## src/rtl/uart_pkg.sv

```systemverilog
// Shared UART definitions: receiver/transmitter state encoding and parity modes.
package uart_pkg;
  typedef enum logic [2:0] {
    ST_IDLE      = 3'd0,
    ST_START     = 3'd1,
    ST_DATA      = 3'd2,
    ST_PARITY    = 3'd3,
    ST_STOP      = 3'd4,
    ST_WAIT_IDLE = 3'd5
  } uart_state_e;

  localparam int PAR_NONE = 0;
  localparam int PAR_EVEN = 1;
  localparam int PAR_ODD  = 2;
endpackage

```

## src/rtl/uart_sync2.sv

```systemverilog
// Two-flop synchronizer for the asynchronous serial line; resets to idle-high.
module uart_sync2 (
  input  logic gclk,
  input  logic grst_n,
  input  logic d,
  output logic q
);
  logic [1:0] sync_q, sync_d;

  always_comb sync_d = {sync_q[0], d};

  always_ff @(posedge gclk) begin
    if (!grst_n) sync_q <= 2'b11;
    else         sync_q <= sync_d;
  end

  assign q = sync_q[1];
endmodule

```

## src/rtl/uart_rx_cfg.sv

```systemverilog
// Parameterised UART receiver: configurable data width, parity and stop bits,
// with parity, framing and break status latched per frame.
module uart_rx_cfg
  import uart_pkg::*;
#(
  parameter int CLKS_PER_BIT = 87,
  parameter int DATA_BITS    = 8,
  parameter int PARITY_MODE  = 0,
  parameter int STOP_BITS    = 1
) (
  input  logic                 i_Clock,
  input  logic                 i_Rst_L,
  input  logic                 i_Rx_Serial,
  output logic                 o_Rx_DV,
  output logic [DATA_BITS-1:0] o_Rx_Byte,
  output logic                 o_Parity_Err,
  output logic                 o_Frame_Err,
  output logic                 o_Break,
  output logic                 o_Busy
);
  localparam int CW = $clog2(CLKS_PER_BIT);
  localparam int IW = $clog2(DATA_BITS + 1);
  localparam logic [CW-1:0] CNT_HALF  = CW'((CLKS_PER_BIT - 1) / 2);
  localparam logic [CW-1:0] CNT_LAST  = CW'(CLKS_PER_BIT - 1);
  localparam logic [IW-1:0] IDX_DLAST = IW'(DATA_BITS - 1);
  localparam logic [IW-1:0] IDX_SLAST = IW'(STOP_BITS - 1);

  generate
    if (CLKS_PER_BIT < 4 || CLKS_PER_BIT > 65535) begin : g_bad_cpb
      $error("uart_rx_cfg: CLKS_PER_BIT out of range 4..65535");
    end
    if (DATA_BITS < 5 || DATA_BITS > 9) begin : g_bad_db
      $error("uart_rx_cfg: DATA_BITS out of range 5..9");
    end
    if (PARITY_MODE != PAR_NONE && PARITY_MODE != PAR_EVEN && PARITY_MODE != PAR_ODD) begin : g_bad_par
      $error("uart_rx_cfg: PARITY_MODE must be 0, 1 or 2");
    end
    if (STOP_BITS != 1 && STOP_BITS != 2) begin : g_bad_stop
      $error("uart_rx_cfg: STOP_BITS must be 1 or 2");
    end
  endgenerate

  logic rx;

  uart_sync2 u_sync (
    .gclk   (i_Clock),
    .grst_n (i_Rst_L),
    .d      (i_Rx_Serial),
    .q      (rx)
  );

  uart_state_e          state_q, state_d;
  logic [CW-1:0]        cnt_q, cnt_d;
  logic [IW-1:0]        idx_q, idx_d;
  logic [DATA_BITS-1:0] shift_q, shift_d;
  logic                 par_q, par_d;
  logic                 ferr_q, ferr_d;
  logic [1:0]           settle_q, settle_d;
  logic                 arm_q, arm_d;
  logic                 dv_q, dv_d;
  logic [DATA_BITS-1:0] byte_q, byte_d;
  logic                 perr_q, perr_d;
  logic                 frm_q, frm_d;
  logic                 brk_q, brk_d;
  logic                 ferr_now, par_x;

  always_comb begin
    state_d  = state_q;
    cnt_d    = cnt_q;
    idx_d    = idx_q;
    shift_d  = shift_q;
    par_d    = par_q;
    ferr_d   = ferr_q;
    dv_d     = 1'b0;
    byte_d   = byte_q;
    perr_d   = perr_q;
    frm_d    = frm_q;
    brk_d    = brk_q;
    ferr_now = ferr_q | ~rx;
    par_x    = (^shift_q) ^ par_q;
    // The synchronizer reads 1 for two cycles after reset; only a line seen
    // high after that arms the start detector, so a line already low at
    // release does not start a frame.
    settle_d = {settle_q[0], 1'b1};
    arm_d    = arm_q | (settle_q[1] & rx);

    case (state_q)
      ST_IDLE: begin
        cnt_d  = '0;
        idx_d  = '0;
        ferr_d = 1'b0;
        if (arm_q && !rx) state_d = ST_START;
      end
      ST_START: begin
        if (cnt_q == CNT_HALF) begin
          cnt_d   = '0;
          state_d = rx ? ST_IDLE : ST_DATA;
        end else begin
          cnt_d = cnt_q + CW'(1);
        end
      end
      ST_DATA: begin
        if (cnt_q == CNT_LAST) begin
          cnt_d   = '0;
          shift_d = {rx, shift_q[DATA_BITS-1:1]};
          if (idx_q == IDX_DLAST) begin
            idx_d   = '0;
            state_d = (PARITY_MODE != PAR_NONE) ? ST_PARITY : ST_STOP;
          end else begin
            idx_d = idx_q + IW'(1);
          end
        end else begin
          cnt_d = cnt_q + CW'(1);
        end
      end
      ST_PARITY: begin
        if (cnt_q == CNT_LAST) begin
          cnt_d   = '0;
          par_d   = rx;
          state_d = ST_STOP;
        end else begin
          cnt_d = cnt_q + CW'(1);
        end
      end
      ST_STOP: begin
        if (cnt_q == CNT_LAST) begin
          cnt_d = '0;
          if (idx_q == IDX_SLAST) begin
            // Frame ends at the centre of the last stop bit so a start edge
            // half a bit later is caught from IDLE.
            idx_d   = '0;
            dv_d    = 1'b1;
            byte_d  = shift_q;
            perr_d  = (PARITY_MODE == PAR_EVEN) ? par_x :
                      (PARITY_MODE == PAR_ODD)  ? ~par_x : 1'b0;
            frm_d   = ferr_now;
            brk_d   = ferr_now & ~(|shift_q) & ((PARITY_MODE == PAR_NONE) | ~par_q);
            ferr_d  = 1'b0;
            state_d = ferr_now ? ST_WAIT_IDLE : ST_IDLE;
          end else begin
            idx_d  = idx_q + IW'(1);
            ferr_d = ferr_now;
          end
        end else begin
          cnt_d = cnt_q + CW'(1);
        end
      end
      ST_WAIT_IDLE: begin
        if (rx) state_d = ST_IDLE;
      end
      default: state_d = ST_IDLE;
    endcase
  end

  always_ff @(posedge i_Clock) begin
    if (!i_Rst_L) begin
      state_q  <= ST_IDLE;
      cnt_q    <= '0;
      idx_q    <= '0;
      shift_q  <= '0;
      par_q    <= 1'b0;
      ferr_q   <= 1'b0;
      settle_q <= 2'b00;
      arm_q    <= 1'b0;
      dv_q     <= 1'b0;
      byte_q   <= '0;
      perr_q   <= 1'b0;
      frm_q    <= 1'b0;
      brk_q    <= 1'b0;
    end else begin
      state_q  <= state_d;
      cnt_q    <= cnt_d;
      idx_q    <= idx_d;
      shift_q  <= shift_d;
      par_q    <= par_d;
      ferr_q   <= ferr_d;
      settle_q <= settle_d;
      arm_q    <= arm_d;
      dv_q     <= dv_d;
      byte_q   <= byte_d;
      perr_q   <= perr_d;
      frm_q    <= frm_d;
      brk_q    <= brk_d;
    end
  end

  assign o_Rx_DV      = dv_q;
  assign o_Rx_Byte    = byte_q;
  assign o_Parity_Err = perr_q;
  assign o_Frame_Err  = frm_q;
  assign o_Break      = brk_q;
  assign o_Busy       = (state_q != ST_IDLE);
endmodule

```

## config.mk

```make
export PLATFORM = sky130hd
export DESIGN_NAME = uart_rx_cfg
export DESIGN_NICKNAME = d
export VERILOG_FILES = /design/src/rtl/uart_pkg.sv /design/src/rtl/uart_sync2.sv /design/src/rtl/uart_rx_cfg.sv
export SDC_FILE = /design/constraint.sdc
export NUM_CORES = 1
export LEC_CHECK = 0
export CAP_MARGIN = 40
export CORE_MARGIN = 5
export CORE_UTILIZATION = 55
export DETAILED_ROUTE_END_ITERATION = 10
export GPL_ROUTABILITY_DRIVEN = 0
export PLACE_DENSITY = 0.78
export SYNTH_ARGS = -nofsm -noshare
export SYNTH_HDL_FRONTEND = slang
export SYNTH_HIERARCHICAL = 1
export SYNTH_SLANG_ARGS = --single-unit
```

## constraint.sdc

```tcl
create_clock -name i_Clock -period 2 [get_ports i_Clock]
set_input_delay 0.6 -clock i_Clock [delete_from_list [all_inputs] [get_ports i_Clock]]
set_output_delay 0.6 -clock i_Clock [all_outputs]
set_load 0.05 [all_outputs]
```

[Word-level counts from Yosys, hierarchy flattened]
Index checks and enable logic that the tools add are counted.
Word-level totals
  flip-flop bits (word level): 39
  latch bits: 0
  memory bits (writable): 0
  memory bits (read-only): 0
  bits of input ports: 3
  output and inout bits: 13
  word-level logic and storage cells: 77
  memories: 0
Cells by class
  add/subtract/negate cells: 2
  multiply operators: 0
  divide/modulo/power cells: 0
  order comparisons: 0
  eq/ne operators: 16
  shifts and indexed selects: 0
  mux-type cells: 24
  bitwise logic cells: 6
  reductions and logical operators: 16
Operators with widths (number)
  $mux W3: 9
  $pmux W7 S3: 1
  $pmux W3 S6: 1
  $mux W4: 4
  $mux W7: 2
  $ne A2 B2 Y1 const B: 7
  $pmux W4 S3: 1
  $reduce_and A3 Y1: 3
  $reduce_bool A3 Y1: 3
  $reduce_and A8 Y1: 1
  $reduce_or A8 Y1: 1
  $add A7 B1 Y7 const B: 1
  $eq A7 B6 Y1 const B: 1
  $eq A7 B7 Y1 const B: 1
  $eq A3 B2 Y1 const B: 2
  $eq A3 B3 Y1 const B: 2
  $add A4 B1 Y4 const B: 1
  $eq A4 B3 Y1 const B: 1
  $logic_not A4 Y1: 1
  $mux W1: 4
  $reduce_and A2 Y1: 2
  $eq A3 B1 Y1 const B: 1
  $logic_not A3 Y1: 1
  $reduce_or A3 Y1: 1
  9 further kinds: 12

[Longest topological paths before layout]
  word-level depth: 6
  mapped depth: 8

[Cells and area by module]
The synthesis kept the hierarchy.
By module, submodules not included
  uart_rx_cfg: times used 1, cells each 195, area each 1710.4 µm²
  uart_sync2: times used 1, cells each 4, area each 52.6 µm²

[Worst setup path before layout]
OpenSTA, ideal clock, no wires.
  kind: register to register
  start point: register state_q[2]
  end point: register idx_q[1]
  setup time: 0.070 ns
  arrival time: 1.845 ns
  data required time: 1.930 ns
  slack: 0.085 ns
  cell stages (with the launch flop): 6
  path buffers: 1
  clock period less this slack: 1.915 ns
  path through: dfxtp_1 > or3_1 > and2_4 > buf_6 > or4b_1 > a21oi_1
Between the ends
  word-level cells in the longest chain between the ends: 3
Ends and longest elaborated chain
  from (decl): RTL line uart_rx_cfg.sv:52  | uart_state_e state_q, state_d;
  from (signal assigned): RTL line uart_rx_cfg.sv:171  | state_q <= state_d;
  $eq A3 B2 Y1, or another cell as far along: RTL line uart_rx_cfg.sv:87  | case (state_q)
  $ne A2 B2 Y1 (no source line) or $reduce_bool A3 Y1 (tied branches)
  $reduce_and A3 Y1 (no source line)
  to (signal assigned): RTL line uart_rx_cfg.sv:173  | idx_q <= idx_d;
  to (decl): RTL line uart_rx_cfg.sv:54  | logic [IW-1:0] idx_q, idx_d;
Parallel ways exist; a longest one is shown, timed or not.
A chain may end at the register's enable or synchronous reset.

[Worst setup path in the final report]
  start point: register state_q[0]
  end point: output o_Busy
Between the ends
  word-level cells in the longest chain between the ends: 1
Ends and longest elaborated chain
  $reduce_bool A3 Y1: RTL line uart_rx_cfg.sv:192  | assign o_Busy = (state_q != ST_IDLE);
  to (decl): RTL line uart_rx_cfg.sv:19  | output logic o_Busy
No other way between the ends.

==> reports/results.ini <==
[finish]
drive_gt1_share_pct=19.0
multi_input_area_um2=912
antenna_cells=0
fillers=258
seqCellArea_um2=781
area_growth_pct=15.5
layout.nets=227

[critical_path]
slowest_stage=dfxtp_1
cp.arrival_ns=1.38
slowest_delay_ns=0.43
crit_chain=or3_1 > buf_4
crit_fanout=9
path_class=reg -> out
critPathLaunchType=flip-flop
endpoint_kind=primary output
required_ns=1.40

[timing]
finalWorstSetupSlack_ns=0.0237
hold_viol=0
finalSetupTns_ns=0
finalSetupViolCount=0
clock_skew_ns=0.0142
fmax_mhz=506
final_max_slew_viol_count=0
min_period_over_period_pct=98.8
fin_hold_ws_ns=0.417
grt_setup_unrepaired=true
period_needed_ns=1.98

[clock_tree]
cts_tree=built
path_clk_slew_ns=0.13
cts_setup_buffers=0
worstSkewPairLatency_ns=0.35
cts-root-buf=clkbuf_4
htreeDepth=2
numCtsBuffers=5
clockBufferDepth=2
cts.sinks=39

[floorplan]
core-area_mm2=0.00305
pin_count=16
die_x_um=66.6
die_h_um=66.6
die_area_mm2=0.00444
core.rowCount=20
start_util_pct=57.7

[drt]
wl_met3_um=115
vias=1452
maxUsedRoutingLayer=met4
drc=0
wl_met2_um=1640
drt_iter0_markers=100
met1_length_um=1580
viasPerCell=5.48
dr.pass1.iters=4
routedWlPerCell_um=12.8
wl_um=3390
ant_nets=0

[global_route]
grt_first_pass_wirelength_um=5750
grt_usage_pct=16.9
gr-total-overflow=0
antenna_found_initial=0
grt_max_degree=21
grt_pass1_vias=1314

[placed_design]
pre_cts_ws_ns=0.0374
dp_hpwl_um=2460
placement.io_buffers=14

[synth]
post-synth-top-count-cell=dfxtp_1
async_flop_share_pct=0
synth_warnings=6
syn_area_per_cell_um2=8.86
netlist-cell-type-count=46
yosysTopAreaCell=dfxtp_1
synthTopCellsByCount=dfxtp_1 (39), nand2_1 (29), nor2_1 (23)
synth_top_area_share_pct=44.3
synth_edf_count=0
synth.area.top_cells=dfxtp_1 (44%), mux2i_1 (6.2%), nand2_1 (6.2%), nor2_1 (4.9%), a21oi_1 (4.5%)
synth-seq-area-share_pct=44.3
ys.flop_type=dfxtp_1
ys_seq_elements=39
netlist_instances=199
syn_area_mm2=0.00176
synth_nets=206

[power_and_ir_drop]
power.density_mw_per_mm2=810
p_sw_w=0.000470
combPwrFrac_pct=17.1
internal_power_w=0.00118
clkPwrFrac_pct=32.1
seqPwrFrac_pct=50.8
leakage_nw=0.757
peakVddDrop_uv=708
swShare_pct=28.5

[job]
maxCapViolCount=0

[run_status]
status=finished, final reports clean

[worst_hold_path]
hold_path.class=reg -> reg

-- cell type report --
type / count / share of cell area (%)
Inverter: 6 / 1.11
Clock inverter: 3 / 2.15
Tap cell: 44 / 2.70
Multi-Input combinational cell: 144 / 44.8
Timing Repair Buffer: 24 / 9.09
Clock buffer: 5 / 1.84
Sequential cell: 39 / 38.3
-- power groups by stage --
stage               clock network [W]  logic, W  registers, W
finish                       0.000530  0.000282      0.000837
global route                 0.000577  0.000311      0.000842
CTS                          0.000543  0.000276      0.000836
detailed placement                  0  0.000275      0.000854
global placement                    0  0.000268      0.000854
floorplan                           0  0.000234      0.000834
-- state kept, by name, indices dropped and copies added, names as in the netlist --
register and cells:
u_sync/sync_q 2, cnt_q 7, settle_q 2, ferr_q 1, idx_q 4, o_Rx_DV 1
state_q 3, o_Break 1, arm_q 1, o_Frame_Err 1, o_Rx_Byte 8, shift_q 8
-- worst paths after layout --
path / start / end / slack (ns) / cells after the start
hold / removal: u_sync/sync_q[0] / u_sync/sync_q[1] / 0.42 / 1
setup reg to reg: state_q[0] / idx_q[2] / 0.12 / 5
hold reg to reg: u_sync/sync_q[0] / u_sync/sync_q[1] / 0.42 / 1
setup / recovery: state_q[0] / o_Busy / 0.02 / 2
-- per-layer routing --
metal  vias to the layer above  global-route usage [%]
met5                         -                       0
met4                         0                    8.63
met3                         7                    3.71
met1                       683                    21.7
li1                        729                       -
met2                        33                    26.4
-- metrics by stage --
stage / power, W / utilization (%) / area, µm² / cells
CTS: 0.00165 / 66.3 / 2020 / 265
floorplan: 0.00107 / - / 1760 / 199
global route: 0.00173 / 66.7 / 2040 / 265
finish: 0.00165 / 66.7 / 2040 / 265
global placement: 0.00112 / 63.6 / 1940 / 257
detailed placement: 0.00113 / 63.6 / 1940 / 257
-- critical path, delay by kind of cell, from the launching register on --
kind / cells / cell delay [ns]
buffers and inverters: 1 / 0.20
flip-flops: 1 / 0.43
AND/OR/NAND/NOR: 1 / 0.40
-- placed cells by master, fill, tap and decap left out, drive strengths merged, types with 5 or more instances in the layout --
| master | Yosys | final |
|---|---|---|
| nor2 | 23 | 23 |
| mux2i | 11 | 11 |
| nor3 | 5 | 5 |
| nand2 | 29 | 29 |
| xor2 | 5 | 5 |
| dfxtp | 39 | 39 |
| clkbuf | 3 | 5 |
| buf | 7 | 22 |
| inv | 5 | 5 |
| a21oi | 16 | 16 |
-- cells by family after synthesis --
| group | synth area share [%] |
|---|---|
| simple gates | 26.0 |
| flops | 44.3 |
| fa+ha+maj | 2.84 |
| mux | 6.25 |
| xor+xnor | 2.98 |
| compound gates | 12.7 |
| other cells | 0.213 |
| buf+inv | 4.68 |
-- timing repair --
item | CTS | global route
endpoints found under the setup margin | 0 | 7
resized for setup | 0 | 3
hold buffers | 0 | 0
No activity file was read; power rests on OpenSTA's default activity.
